### config.mk
export PLATFORM = sky130hd
export DESIGN_NAME = vlc_lamp_monitor
export DESIGN_NICKNAME = d
export VERILOG_FILES = /design/src/rtl/vlc_pkg.sv /design/src/rtl/vlc_pattern_classify.sv /design/src/rtl/vlc_lamp_monitor.sv
export SDC_FILE = /design/constraint.sdc
export NUM_CORES = 1
export LEC_CHECK = 0
export BUFFER_PORTS_ARGS = -buffer_cell sky130_fd_sc_hd__buf_4
export CAP_MARGIN = 10
export CELL_PAD_IN_SITES_DETAIL_PLACEMENT = 0
export CELL_PAD_IN_SITES_GLOBAL_PLACEMENT = 1
export CORE_MARGIN = 10
export CORE_UTILIZATION = 25
export DETAILED_ROUTE_END_ITERATION = 10
export PLACE_DENSITY = 0.53
export RECOVER_POWER = 25
export SKIP_CTS_REPAIR_TIMING = 1
export SLEW_MARGIN = 20
export SYNTH_ARGS = -nofsm -noshare
export SYNTH_HDL_FRONTEND = slang
export SYNTH_SLANG_ARGS = --single-unit
### constraint.sdc
create_clock -name out_newclock -period 2.7 [get_ports out_newclock]
set_clock_uncertainty 0.2 [all_clocks]
set_input_delay 0 -clock out_newclock [delete_from_list [all_inputs] [get_ports out_newclock]]
set_output_delay 0 -clock out_newclock [all_outputs]
set_load 0.05 [all_outputs]
### src/rtl/vlc_pkg.sv
// Shared encodings for the lamp-sequencer monitor: modes, lamp patterns, FSM states.
// Latency: n/a (constants and types only).
// Backpressure: n/a.
package vlc_pkg;

  // Decoded mode encodings
  localparam logic [1:0] MODE_NONE  = 2'b00;
  localparam logic [1:0] MODE_LEFT  = 2'b01;
  localparam logic [1:0] MODE_RIGHT = 2'b10;
  localparam logic [1:0] MODE_EMERG = 2'b11;

  // Lamp patterns as {Left_Lamp, Right_Lamp}
  localparam logic [5:0] PAT_OFF = 6'b000000;
  localparam logic [5:0] PAT_L1  = 6'b100000;
  localparam logic [5:0] PAT_L2  = 6'b110000;
  localparam logic [5:0] PAT_L3  = 6'b111000;
  localparam logic [5:0] PAT_R1  = 6'b000001;
  localparam logic [5:0] PAT_R2  = 6'b000011;
  localparam logic [5:0] PAT_R3  = 6'b000111;
  localparam logic [5:0] PAT_E1  = 6'b100001;
  localparam logic [5:0] PAT_E2  = 6'b110011;
  localparam logic [5:0] PAT_E3  = 6'b111111;

  // Monitor FSM states; E4/E5 are the descending half of the emergency sweep
  typedef enum logic [3:0] {
    ST_IDLE,
    ST_L1, ST_L2, ST_L3,
    ST_R1, ST_R2, ST_R3,
    ST_E1, ST_E2, ST_E3, ST_E4, ST_E5
  } mon_state_e;

endpackage

### src/rtl/vlc_pattern_classify.sv
// Maps a 6-bit lamp pattern to {legal, mode, resync state}; zero and unknown are not legal.
// Latency: combinational.
// Backpressure: none (pure decode).
module vlc_pattern_classify
  import vlc_pkg::*;
(
  input  logic [5:0]  pat,
  output logic        legal,
  output logic [1:0]  pat_mode,
  output mon_state_e  resync_state
);

  // Table lookup; ambiguous emergency patterns resolve to their first occurrence
  always_comb begin
    legal        = 1'b0;
    pat_mode     = MODE_NONE;
    resync_state = ST_IDLE;
    case (pat)
      PAT_L1: begin legal = 1'b1; pat_mode = MODE_LEFT;  resync_state = ST_L1; end
      PAT_L2: begin legal = 1'b1; pat_mode = MODE_LEFT;  resync_state = ST_L2; end
      PAT_L3: begin legal = 1'b1; pat_mode = MODE_LEFT;  resync_state = ST_L3; end
      PAT_R1: begin legal = 1'b1; pat_mode = MODE_RIGHT; resync_state = ST_R1; end
      PAT_R2: begin legal = 1'b1; pat_mode = MODE_RIGHT; resync_state = ST_R2; end
      PAT_R3: begin legal = 1'b1; pat_mode = MODE_RIGHT; resync_state = ST_R3; end
      PAT_E1: begin legal = 1'b1; pat_mode = MODE_EMERG; resync_state = ST_E1; end
      PAT_E2: begin legal = 1'b1; pat_mode = MODE_EMERG; resync_state = ST_E2; end
      PAT_E3: begin legal = 1'b1; pat_mode = MODE_EMERG; resync_state = ST_E3; end
      default: ;
    endcase
  end

endmodule

### src/rtl/vlc_lamp_monitor.sv
// Passive lamp-sequence checker: decodes mode, flags illegal order, counts sweeps/errors.
// Latency: 1 cycle, every output registered from the sample on the same out_newclock edge.
// Backpressure: none; observes only. Define VLC_MON_STICKY_EN to latch err_sticky.
module vlc_lamp_monitor
  import vlc_pkg::*;
#(
  parameter int CNT_W     = 8,
  parameter int IDLE_HOLD = 2
) (
  input  logic             out_newclock,
  input  logic             rst_n,
  input  logic [2:0]       Left_Lamp,
  input  logic [2:0]       Right_Lamp,
  output logic [1:0]       mode,
  output logic             mode_chg,
  output logic             cycle_done,
  output logic             seq_err,
  output logic [CNT_W-1:0] cycle_cnt,
  output logic [CNT_W-1:0] err_cnt,
  output logic             err_sticky
);

  localparam logic [3:0] HOLD = 4'(IDLE_HOLD);

  logic [5:0] pat;
  logic       cls_legal;
  logic [1:0] cls_mode;
  mon_state_e cls_state;

  mon_state_e state, state_nxt, exp_state;
  logic [5:0] exp_pat;
  logic       terminal, pat_zero, idle_start, match;
  logic       done_ev, err_ev, timeout;
  logic [3:0] zrun, zrun_nxt;
  logic [1:0] mode_nxt;

  assign pat = {Left_Lamp, Right_Lamp};

  vlc_pattern_classify u_classify (
    .pat          (pat),
    .legal        (cls_legal),
    .pat_mode     (cls_mode),
    .resync_state (cls_state)
  );

  // Successor pattern and state expected from each non-idle state
  always_comb begin
    exp_pat   = PAT_OFF;
    exp_state = ST_IDLE;
    terminal  = 1'b0;
    case (state)
      ST_L1: begin exp_pat = PAT_L2; exp_state = ST_L2; end
      ST_L2: begin exp_pat = PAT_L3; exp_state = ST_L3; end
      ST_L3: terminal = 1'b1;
      ST_R1: begin exp_pat = PAT_R2; exp_state = ST_R2; end
      ST_R2: begin exp_pat = PAT_R3; exp_state = ST_R3; end
      ST_R3: terminal = 1'b1;
      ST_E1: begin exp_pat = PAT_E2; exp_state = ST_E2; end
      ST_E2: begin exp_pat = PAT_E3; exp_state = ST_E3; end
      ST_E3: begin exp_pat = PAT_E2; exp_state = ST_E4; end
      ST_E4: begin exp_pat = PAT_E1; exp_state = ST_E5; end
      ST_E5: terminal = 1'b1;
      default: ;
    endcase
  end

  assign pat_zero   = (pat == PAT_OFF);
  assign idle_start = (pat == PAT_L1) || (pat == PAT_R1) || (pat == PAT_E1);
  assign match      = (state == ST_IDLE) ? (pat_zero || idle_start) : (pat == exp_pat);

  // A mismatching legal pattern in a different mode is a sequencer mode switch, not an error
  assign done_ev = match && terminal;
  assign err_ev  = !match && (!cls_legal || (cls_mode == mode));

  // Next state: follow the sweep, resync onto a known pattern, else fall back to IDLE
  always_comb begin
    if (match)
      state_nxt = (state == ST_IDLE) ? cls_state : exp_state;
    else if (cls_legal)
      state_nxt = cls_state;
    else
      state_nxt = ST_IDLE;
  end

  // Zero-run tracking drops mode to NONE once the lamps stay dark long enough
  always_comb begin
    if (!pat_zero)
      zrun_nxt = 4'd0;
    else if (zrun == HOLD)
      zrun_nxt = zrun;
    else
      zrun_nxt = zrun + 4'd1;
    timeout  = pat_zero && (zrun_nxt == HOLD);
    mode_nxt = timeout ? MODE_NONE : (cls_legal ? cls_mode : mode);
  end

  // FSM state, registered pulses and saturating counters
  always_ff @(posedge out_newclock or posedge rst_n) begin
    if (rst_n) begin
      state      <= ST_IDLE;
      zrun       <= 4'd0;
      mode       <= MODE_NONE;
      mode_chg   <= 1'b0;
      cycle_done <= 1'b0;
      seq_err    <= 1'b0;
      cycle_cnt  <= '0;
      err_cnt    <= '0;
    end else begin
      state      <= state_nxt;
      zrun       <= zrun_nxt;
      mode       <= mode_nxt;
      mode_chg   <= (mode_nxt != mode);
      cycle_done <= done_ev;
      seq_err    <= err_ev;
      if (done_ev && (cycle_cnt != '1))
        cycle_cnt <= cycle_cnt + 1'b1;
      if (err_ev && (err_cnt != '1))
        err_cnt <= err_cnt + 1'b1;
    end
  end

`ifdef VLC_MON_STICKY_EN
  // Latch any sequence error until the next reset
  always_ff @(posedge out_newclock or posedge rst_n) begin
    if (rst_n)
      err_sticky <= 1'b0;
    else if (err_ev)
      err_sticky <= 1'b1;
  end
`else
  assign err_sticky = 1'b0;
`endif

endmodule

**After elaboration in Yosys (flattened, before gate mapping)**

Index checks and enable logic that the tools add are counted.

- Register bits: 29
- Input port bits: 8
- Output and inout bits: 22
- Word-level logic and storage cells: 71

- Add/sub/neg operators: 3
- Equal/unequal tests: 27
- Multiplexer cells: 14
- Reductions and logical operators: 19

Operators with widths:

| cell | number |
|---|---|
| 6-bit one-hot mux with 7 select lines | 1 |
| 6-bit equality test, second input constant | 6 |
| 4-bit one-hot mux with 9 select lines | 1 |
| 4-bit one-hot mux with 8 select lines | 1 |
| 4-bit 2-to-1 mux | 5 |
| 8-bit by 1-bit adder with 8-bit output, second input constant | 2 |
| 4-bit by 2-bit equality test with 1-bit output, second input constant | 4 |
| 4-bit by 3-bit equality test with 1-bit output, second input constant | 4 |
| 4-bit equality test, second input constant | 4 |
| 8-bit != test, second input constant | 2 |
| 3-bit OR reduction | 4 |
| 9-bit OR reduction | 1 |
| 6-bit by 1-bit equality test with 1-bit output, second input constant | 1 |
| 6-bit by 2-bit equality test with 1-bit output, second input constant | 1 |
| 6-bit by 3-bit equality test with 1-bit output, second input constant | 1 |
| 6-bit equality test | 1 |
| 6-bit zero test | 1 |
| 2-bit one-hot mux with 3 select lines | 1 |
| 1-bit logical AND | 5 |
| 4-bit by 1-bit adder with 4-bit output, second input constant | 1 |
| 4-bit by 1-bit equality test with 1-bit output, second input constant | 1 |
| 4-bit zero test | 1 |
| 1-bit logical OR | 4 |
| 2-bit 2-to-1 mux | 2 |
| 5 further kinds | 8 |

**Depth between registers and ports, before layout**

Gate-level depths: netlist (run 1).

- Word-level depth: 8
- Depth in mapped cells: 10
- Gate-level depth less buffers: 9

**Modules after synthesis**

A second synthesis (run 1) with hierarchy kept.

- Cell total of the unflattened synthesis: 261
- Area total of the unflattened synthesis: 2,218.4 um^2

Modules (own cells, without submodules):

| module | times used | cells each | area each (um^2) | sequential area each (um^2) |
|---|---|---|---|---|
| vlc_lamp_monitor | 1 | 222 | 1,946.9 | 725.7 |
| vlc_pattern_classify | 1 | 39 | 271.5 | 0.0 |

**Least setup slack after synthesis (run 1)**

Ideal clock, no wire load.

- Path type: register to register
- Start point: register state[1]
- End point: register cycle_cnt[1]
- Setup time: 0.125 ns
- Arrival time: 2.135 ns
- Data required time: 2.375 ns
- Path slack: 0.240 ns
- Stages on the path, launching flop included: 8
- Path buffers: 1
- Clock period less this slack: 2.460 ns
- Cells stage by stage: dfrtp_1 buf_6 nor4_4 a211oi_1 o21ai_0 o2111ai_2 nor4_4 mux2_2

- Cells in the longest elaborated chain, start to end: 7
- Elaborated cells between the ends (all ways): 20
- Those cells by class: eq/ne: 12; mux: 3; reduce/logical: 5

Ends and longest elaborated chain:

| what | line | source |
|---|---|---|
| start: declaration | vlc_lamp_monitor.sv:30 | `mon_state_e state, state_nxt, exp_state;` |
| start signal: assignment | vlc_lamp_monitor.sv:109 | `state <= state_nxt;` |
| 4-bit equality test or 4-bit by 3-bit equality test with 1-bit output (tied branches) | vlc_lamp_monitor.sv:51 | `case (state)` |
| 2-bit OR reduction (no line) | -- |  |
| 6-bit one-hot mux with 7 select lines | vlc_lamp_monitor.sv:51 |  |
| 6-bit equality test | vlc_lamp_monitor.sv:69 | `assign match = (state == ST_IDLE) ? (pat_zero \|\| idle_start) : (pat == exp_pat);` |
| 1-bit 2-to-1 mux | vlc_lamp_monitor.sv:69 |  |
| 1-bit logical AND (*) | vlc_lamp_monitor.sv:72 | `assign done_ev = match && terminal;` |
| 1-bit logical AND (*) | vlc_lamp_monitor.sv:115 | `if (done_ev && (cycle_cnt != '1))` |
| end signal: assignment | vlc_lamp_monitor.sv:116 | `cycle_cnt <= cycle_cnt + 1'b1;` |
| end: declaration | vlc_lamp_monitor.sv:18 | `output logic [CNT_W-1:0] cycle_cnt,` |

Mark *: on every way between the ends. The rest lies on a longest branch, timed or not.
A chain may end at the register's enable or synchronous reset.

**Worst setup path in the final report (run 1)**

- Start point: register state[1]
- End point: register err_cnt[5]

- Cells in the longest elaborated chain, start to end: 8
- Elaborated cells between the ends (all ways): 16
- Those cells by class: eq/ne: 9; mux: 2; reduce/logical: 5

Ends and longest elaborated chain:

| what | line | source |
|---|---|---|
| 4-bit equality test or 4-bit by 3-bit equality test with 1-bit output (tied branches) | vlc_lamp_monitor.sv:51 |  |
| 2-bit OR reduction (no line) | -- |  |
| 6-bit one-hot mux with 7 select lines | vlc_lamp_monitor.sv:51 |  |
| 6-bit equality test | vlc_lamp_monitor.sv:69 |  |
| 1-bit 2-to-1 mux (*) | vlc_lamp_monitor.sv:69 |  |
| 1-bit zero test (*) | vlc_lamp_monitor.sv:73 | `assign err_ev = !match && (!cls_legal \|\| (cls_mode == mode));` |
| 1-bit logical AND (*) | vlc_lamp_monitor.sv:73 |  |
| 1-bit logical AND (*) | vlc_lamp_monitor.sv:117 | `if (err_ev && (err_cnt != '1))` |
| end signal: assignment | vlc_lamp_monitor.sv:118 | `err_cnt <= err_cnt + 1'b1;` |
| end: declaration | vlc_lamp_monitor.sv:19 | `output logic [CNT_W-1:0] err_cnt,` |

Marks and branches as above.

==> results of run 1 <==
==> cell usage in the layout (no fill, tap or decap), types with 3 or more instances in the layout <==
cell	Yosys	final
nor3b_1	3	3
o21a_1	4	4
mux2_2	3	3
dfrtp_2	0	3
xor2_1	9	9
and3_1	6	6
clkbuf_8	0	6
nand3_1	10	10
dfrtp_1	29	26
nand2b_1	4	4
nor3_1	12	12
ha_1	4	4
nor2_1	14	14
xnor2_1	10	10
buf_4	1	45
o21ai_0	6	5
dlygate4sd3_1	0	5
nand4_1	5	5
nand3b_1	3	3
o211ai_1	5	5
inv_1	5	5
a21oi_1	7	7
mux2_1	3	3
nand2_1	15	15
nor4_1	4	4
a31oi_1	3	3
==> power by group <==
part / total (mW) / leakage, nW / switching (mW) / internal, mW
clock: 0.469 / 0.0585 / 0.168 / 0.301
sequential: 0.610 / 0.370 / 0.0989 / 0.511
combinational: 0.693 / 0.691 / 0.443 / 0.250
==> routing by layer <==
metal,wire length [um],share of wire [%],up-vias,GRT usage (%)
met1,2501,47,870,10.93
met3,260,4.9,2,2.706
met2,2500,47,28,12.70
met5,0,0,-,0
met4,23,0.44,0,2.604
li1,-,-,893,-
==> cell usage after synthesis, types with 4 or more instances <==
| cell type | instances |
|---|---|
| a21oi_1 | 7 |
| xor2_1 | 9 |
| nand3_1 | 10 |
| buf_6 | 6 |
| nor3_1 | 12 |
| nand4_1 | 5 |
| nor2_1 | 14 |
| and3_1 | 6 |
| dfrtp_1 | 29 |
| nand2b_1 | 4 |
| buf_2 | 8 |
| o21a_1 | 4 |
| o211ai_1 | 5 |
| o21ai_0 | 6 |
| inv_1 | 5 |
| xnor2_1 | 10 |
| nand2_1 | 15 |
| nor4_1 | 4 |
| ha_1 | 4 |
==> state kept, by name (all words and copies together), names as in the netlist <==
name,flops
cycle_cnt,8
err_cnt,8
state,4
zrun,4
mode,2
cycle_done,1
mode_chg,1
seq_err,1
==> critical path, cell delays in order, from the launching register on <==
cell	delay (ns)
dfrtp_2	0.51
and4b_1	0.26
o21ai_0	0.20
nand3_1	0.16
o2111ai_4	0.18
o31ai_4	0.09
buf_6	0.14
buf_4	0.13
or4_1	0.51
xnor2_1	0.14
==> kinds of logic (layout without fill, tap and decap cells) <==
kind of cell | count (synthesis) | count (layout) | share of synthesized area (%)
compound gates | 46 | 46 | 16.83
xor+xnor | 20 | 20 | 8.870
fa+ha+maj | 4 | 4 | 2.430
buf+inv | 20 | 68 | 6.501
flops | 29 | 29 | 35.24
mux | 6 | 6 | 3.280
other cells | 1 | 1 | 0.1821
simple gates | 92 | 92 | 26.67
==> final cells by class <==
| class | count | area (sq um) |
|---|---|---|
| clock buffer | 7 | 86.33 |
| clock inverter | 1 | 30.03 |
| fill | 850 | 5477 |
| inverter | 5 | 18.77 |
| multi-input combinational | 169 | 1220 |
| sequential | 29 | 729.5 |
| tap | 105 | 131.4 |
| timing repair buffer | 55 | 441.7 |
==> worst min path at each step <==
stage                                     to  cells past startpoint
finish                    mode_chg$_DFF_PP0_                      3
global placement    cycle_cnt[4]$_DFFE_PP0P_                      3
detailed placement  cycle_cnt[4]$_DFFE_PP0P_                      3
floorplan           cycle_cnt[0]$_DFFE_PP0P_                      1
global route              mode_chg$_DFF_PP0_                      3
CTS                     cycle_done$_DFF_PP0_                      3
==> through the flow <==
| stage | util (%) | hold slack (ns) | power [mW] | setup slack [ns] |
|---|---|---|---|---|
| 6_report | 32.67 | -0.03494 | 1.771 | 0.07358 |
| 2_1_floorplan | - | -0.1219 | 1.092 | 0.2404 |
| 3_3_place_gp | 29.92 | -0.08363 | 1.305 | 0.08894 |
| 3_5_place_dp | 29.92 | -0.08587 | 1.306 | 0.07996 |
| 4_1_cts | 31.35 | -0.3960 | 1.790 | 0.06514 |
| 5_1_grt | 32.67 | 0.002602 | 1.885 | -0.01914 |
==> results.tsv, run 1 <==
stage	metric	value	unit
synth	synth.cell_area	0.002059	sq mm
setup_path	r2r-start	state[1]$_DFF_PP0_	
global_routing	grt_use_total	8.369	%
global_routing	grt_pass1_wl	8.735	mm
finish	area_delta_synth_final	29.04	%
synth	yosysTopAreaCellShare	35.24	%
synth	syn-mean-instance-area	9.447	sq um
timing	slew_headroom	-7.694	%
synth	synth_cells	218	
synth	ys_seq_elements	29	
global_routing	first_global_vias	1758	
clock_network	htree_levels	2	
setup_path	critPathMaxFanout	11	
setup_path	criticalPathCategory	register to register	
routing	firstDrtPassIters	4	
finish	final_area	0.002658	sq mm
setup_path	r2r-end	err_cnt[5]$_DFFE_PP0P_	
timing	hold_slack	-0.03494	ns
clock_network	cts_root_buf	clkbuf_8	
global_routing	antenna_found_initial	0	
placed_design	dp.cells	354	
timing	tightestPinTransition	1.615	ns
routing	wl_per_cell	14.25	um
status	violations	hold timing, capacitance limit, slew limit	
routing	drt-vias-per-instance	4.833	
synth	synth_nets	230	
placed_design	port-buffer-count	28	
timing	max_freq	380.7	MHz
floorplanning	die_h	110.8	um
timing	tns	0	ns
finish	diodes	0	
setup_path	startpoint_type	register	
clock_network	cts_sinks	29	
power	power_leakage	1.120	nW
setup_path	cp-endpoint	err_cnt[5]$_DFFE_PP0P_	
clock_network	clkLatencyLatePin	0.27	ns
floorplanning	die_width	110.8	um
status	status	finished with violations	
synth	synth.area.top_cells	dfrtp_1, xnor2_1, xor2_1	
floorplanning	pin_count	30	
setup_path	cp.arrival	2.59	ns
synth	ys_seq_area_share	35.24	%
synth	yosys.area.top_type	dfrtp_1	
finish	finalNonFillerCells	371	
setup_path	worstPathRequired	2.66	ns
placed_design	place_area	0.002434	sq mm
setup_path	r2r.worst_path.cells	9	
timing	report.final.slew_viol_count	30	
timing	hold_viol	2	
floorplanning	start_util	25.32	%
synth	netlist-cell-type-count	57	
placed_design	dpl.hpwl	3.895	mm
synth	synthArstFlopShare	100.0	%
routing	drtIter0Drc	97	
power	peakVddDrop	0.2787	mV
global_routing	overflow	0	
clock_network	clockBufferDepth	2	
run	maxCapViolCount	1	
placed_design	gp_congestion	0.7684	
floorplanning	coreArea	0.008134	sq mm
clock_network	numCtsBuffers	5	
finish	nets	277	
synth	ys.flop_type	dfrtp_1	
timing	final-setup-viol-count	0	
routing	final_antenna_net_count	0	
floorplanning	die_area	0.01227	sq mm
clock_network	path_clk_slew	0.06	ns
clock_network	cts_tree	done	
synth	yosysWarnings	0	
setup_path	rrSetupSlack	0.07	ns
finish	drive_gt1_share	28.20	%
routing	totalWireLength	5.285	mm
synth	synth_edf_count	0	
setup_path	startpoint	state[1]$_DFF_PP0_	
global_routing	grt_max_degree	30	
routing	dr_total_vias	1793	
min_path	hold_path.class	input port to register	
min_path	holdCritStartpoint	Left_Lamp[2]	
timing	period_needed	2.626	ns
power	p_per_area	666.4	mW/mm^2
routing	drc	0	
setup_path	end_kind	register	
timing	layout_worst_path_cycle_share	97.27	%
floorplanning	rows	33	
Note: power is estimated with default switching activity, not from simulation.
==> run 2: changes to the inputs <==
--- a/config.mk
+++ b/config.mk
@@ -11,8 +11,9 @@
 export CELL_PAD_IN_SITES_GLOBAL_PLACEMENT = 1
 export CORE_MARGIN = 10
 export CORE_UTILIZATION = 25
+export CTS_CLUSTER_SIZE = 24
 export DETAILED_ROUTE_END_ITERATION = 10
-export PLACE_DENSITY = 0.53
+export PLACE_DENSITY = 0.55
 export RECOVER_POWER = 25
 export SKIP_CTS_REPAIR_TIMING = 1
 export SLEW_MARGIN = 20
==> constraint.sdc (replaced) <==
create_clock -name out_newclock -period 2.2 [get_ports out_newclock]
set_clock_uncertainty 0.2 [all_clocks]
set_input_delay 0 -clock out_newclock [delete_from_list [all_inputs] [get_ports out_newclock]]
set_output_delay 0 -clock out_newclock [all_outputs]
set_load 0.05 [all_outputs]
==> run 2 against run 1 <==
  * The run ends with hold timing, setup timing left
  * Wire length rose by 11%
  * Register-to-register slack got worse by 0.49 ns
  * Sequential share of layout area down 3.6 points
  * Sequential power up 19%
  * Via count increased by 9.1%
  * First-iteration DRC count up 4.1%
  * Clock power fell by 6.2%
  * Fmax increased by 0.35%
  * Non-clock buffer count up 40
  * Power increased by 21%
  * Cell area rose by 16%
  * Worst setup slack worse by 0.49 ns
  * Critical path type unchanged
==> results.tsv, run 2 (synthesis gave the netlist of run 1 again) <==
stage	metric	value	unit
status	status	finished with violations	
status	violations	hold timing, setup timing	
timing	hold_viol	1	
min_path	holdPathStages	4	
finish	final_area	0.003078	sq mm
clock_network	cts_sinks	29	
placed_design	dp.cells	388	
global_routing	antenna_found_initial	0	
global_routing	grt_pass1_wl	9.328	mm
setup_path	critPathMaxFanout	7	
finish	drive_gt1_share	46.23	%
clock_network	cts_tree	done	
floorplanning	die_area	0.01227	sq mm
floorplanning	rows	33	
finish	most-common-layout-cells	buf_4, dfrtp_1, nand2_1	
routing	drt-vias-per-instance	4.773	
clock_network	numCtsBuffers	5	
setup_path	r2r-end	err_cnt[5]$_DFFE_PP0P_	
clock_network	htree_levels	2	
finish	top_regs	cycle_cnt (8), err_cnt (8)	
timing	rsz0062_at_grt	yes	
global_routing	first_global_vias	1878	
power	p_per_area	698.8	mW/mm^2
setup_path	worstPathRequired	2.16	ns
finish	diodes	0	
timing	slew_headroom	52.20	%
timing	layout_worst_path_cycle_share	119.0	%
routing	final_antenna_net_count	0	
clock_network	clockBufferDepth	2	
run	maxCapViolCount	0	
floorplanning	pin_count	30	
global_routing	grt_max_degree	15	
routing	drtIter0Drc	101	
global_routing	busiest_layer	met2	
clock_network	cts_root_buf	clkbuf_8	
timing	timing.final.ws_setup	-0.4173	ns
placed_design	dpl.hpwl	4.368	mm
timing	report.final.slew_viol_count	0	
setup_path	cp.arrival	2.58	ns
clock_network	path_clk_slew	0.06	ns
clock_network	clkLatencyLatePin	0.27	ns
floorplanning	die_width	110.8	um
placed_design	gp_congestion	0.7899	
power	peakVddDrop	0.3934	mV
finish	final_common_cell	buf_4	
global_routing	gr-usage-met3	2.652	%
setup_path	r2r-start	state[3]$_DFF_PP0_	
timing	final-setup-viol-count	21	
global_routing	use_met2	13.95	%
routing	dr_total_vias	1957	
finish	area_delta_synth_final	49.45	%
setup_path	r2r.worst_path.cells	11	
routing	totalWireLength	5.854	mm
global_routing	gr-usage-met1	11.41	%
power	totalPowerFinal	2.151	mW
placed_design	port-buffer-count	28	
timing	hold_slack	-0.002291	ns
global_routing	overflow	0	
floorplanning	coreArea	0.008134	sq mm
placed_design	place_area	0.002678	sq mm
routing	drc	0	
setup_path	startpoint	state[3]$_DFF_PP0_	
setup_path	end_kind	register	
setup_path	criticalPathCategory	register to register	
finish	finalNonFillerCells	410	
setup_path	startpoint_type	register	
placed_design	place_ws	-0.4107	ns
global_routing	grt_use_total	8.864	%
timing	max_freq	382.1	MHz
floorplanning	die_h	110.8	um
timing	period_needed	2.617	ns
setup_path	rrSetupSlack	-0.42	ns
finish	nets	317	
routing	wl_per_cell	14.28	um
timing	tightestPinTransition	0.7095	ns
power	power_leakage	1.331	nW
setup_path	cp-endpoint	err_cnt[5]$_DFFE_PP0P_	
min_path	hold_path.class	input port to register	
floorplanning	start_util	25.32	%
routing	firstDrtPassIters	4	
-- run 2: cell count changes in the layout (fill, tap and decap cells not counted), moves of 4 or more --
cell | before | now
buf_4 | 45 | 78
dlygate4sd3_1 | 5 | 1
buf_6 | 2 | 11
xnor2_1 | 10 | 6
xnor2_2 | 0 | 4
-- run 2: how the worst min path moves through the flow --
stage                            start                  endpoint  slack, ns
after CTS                        rst_n      cycle_done$_DFF_PP0_      -0.41
after global placement           rst_n      cycle_done$_DFF_PP0_      -0.11
after global routing      Left_Lamp[2]        state[2]$_DFF_PP0_       0.01
after floorplan                  rst_n  cycle_cnt[0]$_DFFE_PP0P_      -0.12
final                     Left_Lamp[2]        state[2]$_DFF_PP0_     -0.002
after detailed placement         rst_n      cycle_done$_DFF_PP0_      -0.11
-- run 2: final cells by class --
type | count | area (sq um)
Clock buffer | 7 | 86.33
Inverter | 5 | 18.77
Multi-Input combinational cell | 169 | 1363
Sequential cell | 29 | 733.2
Timing Repair Buffer | 95 | 745.7
Tap cell | 105 | 131.4
Fill cell | 820 | 5056
-- run 2: through the flow --
step | util (%) | setup TNS [ns]
after floorplan | - | -1.837
after global placement | 32.92 | -5.546
after detailed placement | 32.92 | -5.551
after CTS | 33.98 | -6.058
after global routing | 37.84 | -8.315
final | 37.84 | -6.167
-- run 2: power breakdown --
| group | internal (mW) | total (mW) | leakage, nW | switching, mW |
|---|---|---|---|---|
| registers | 0.629 | 0.727 | 0.366 | 0.0977 |
| clock network | 0.248 | 0.440 | 0.0443 | 0.192 |
| logic | 0.380 | 0.985 | 0.921 | 0.604 |
-- run 2: metal layers --
| layer | wire length, um | vias to the layer above | part of all wire (%) |
|---|---|---|---|
| li1 | - | 969 | - |
| met1 | 2725 | 955 | 47 |
| met2 | 2871 | 29 | 49 |
| met3 | 213 | 4 | 3.6 |
| met4 | 43 | 0 | 0.73 |
| met5 | 0 | - | 0 |
-- run 2: worst max-delay path: stages (launching register included) --
cell	delay (ns)
dfrtp_2	0.46
buf_6	0.15
buf_6	0.11
xnor2_2	0.12
nor3_2	0.25
xnor2_2	0.12
nand3b_4	0.13
o31ai_4	0.08
buf_6	0.15
buf_6	0.11
or4_4	0.48
xnor2_2	0.14
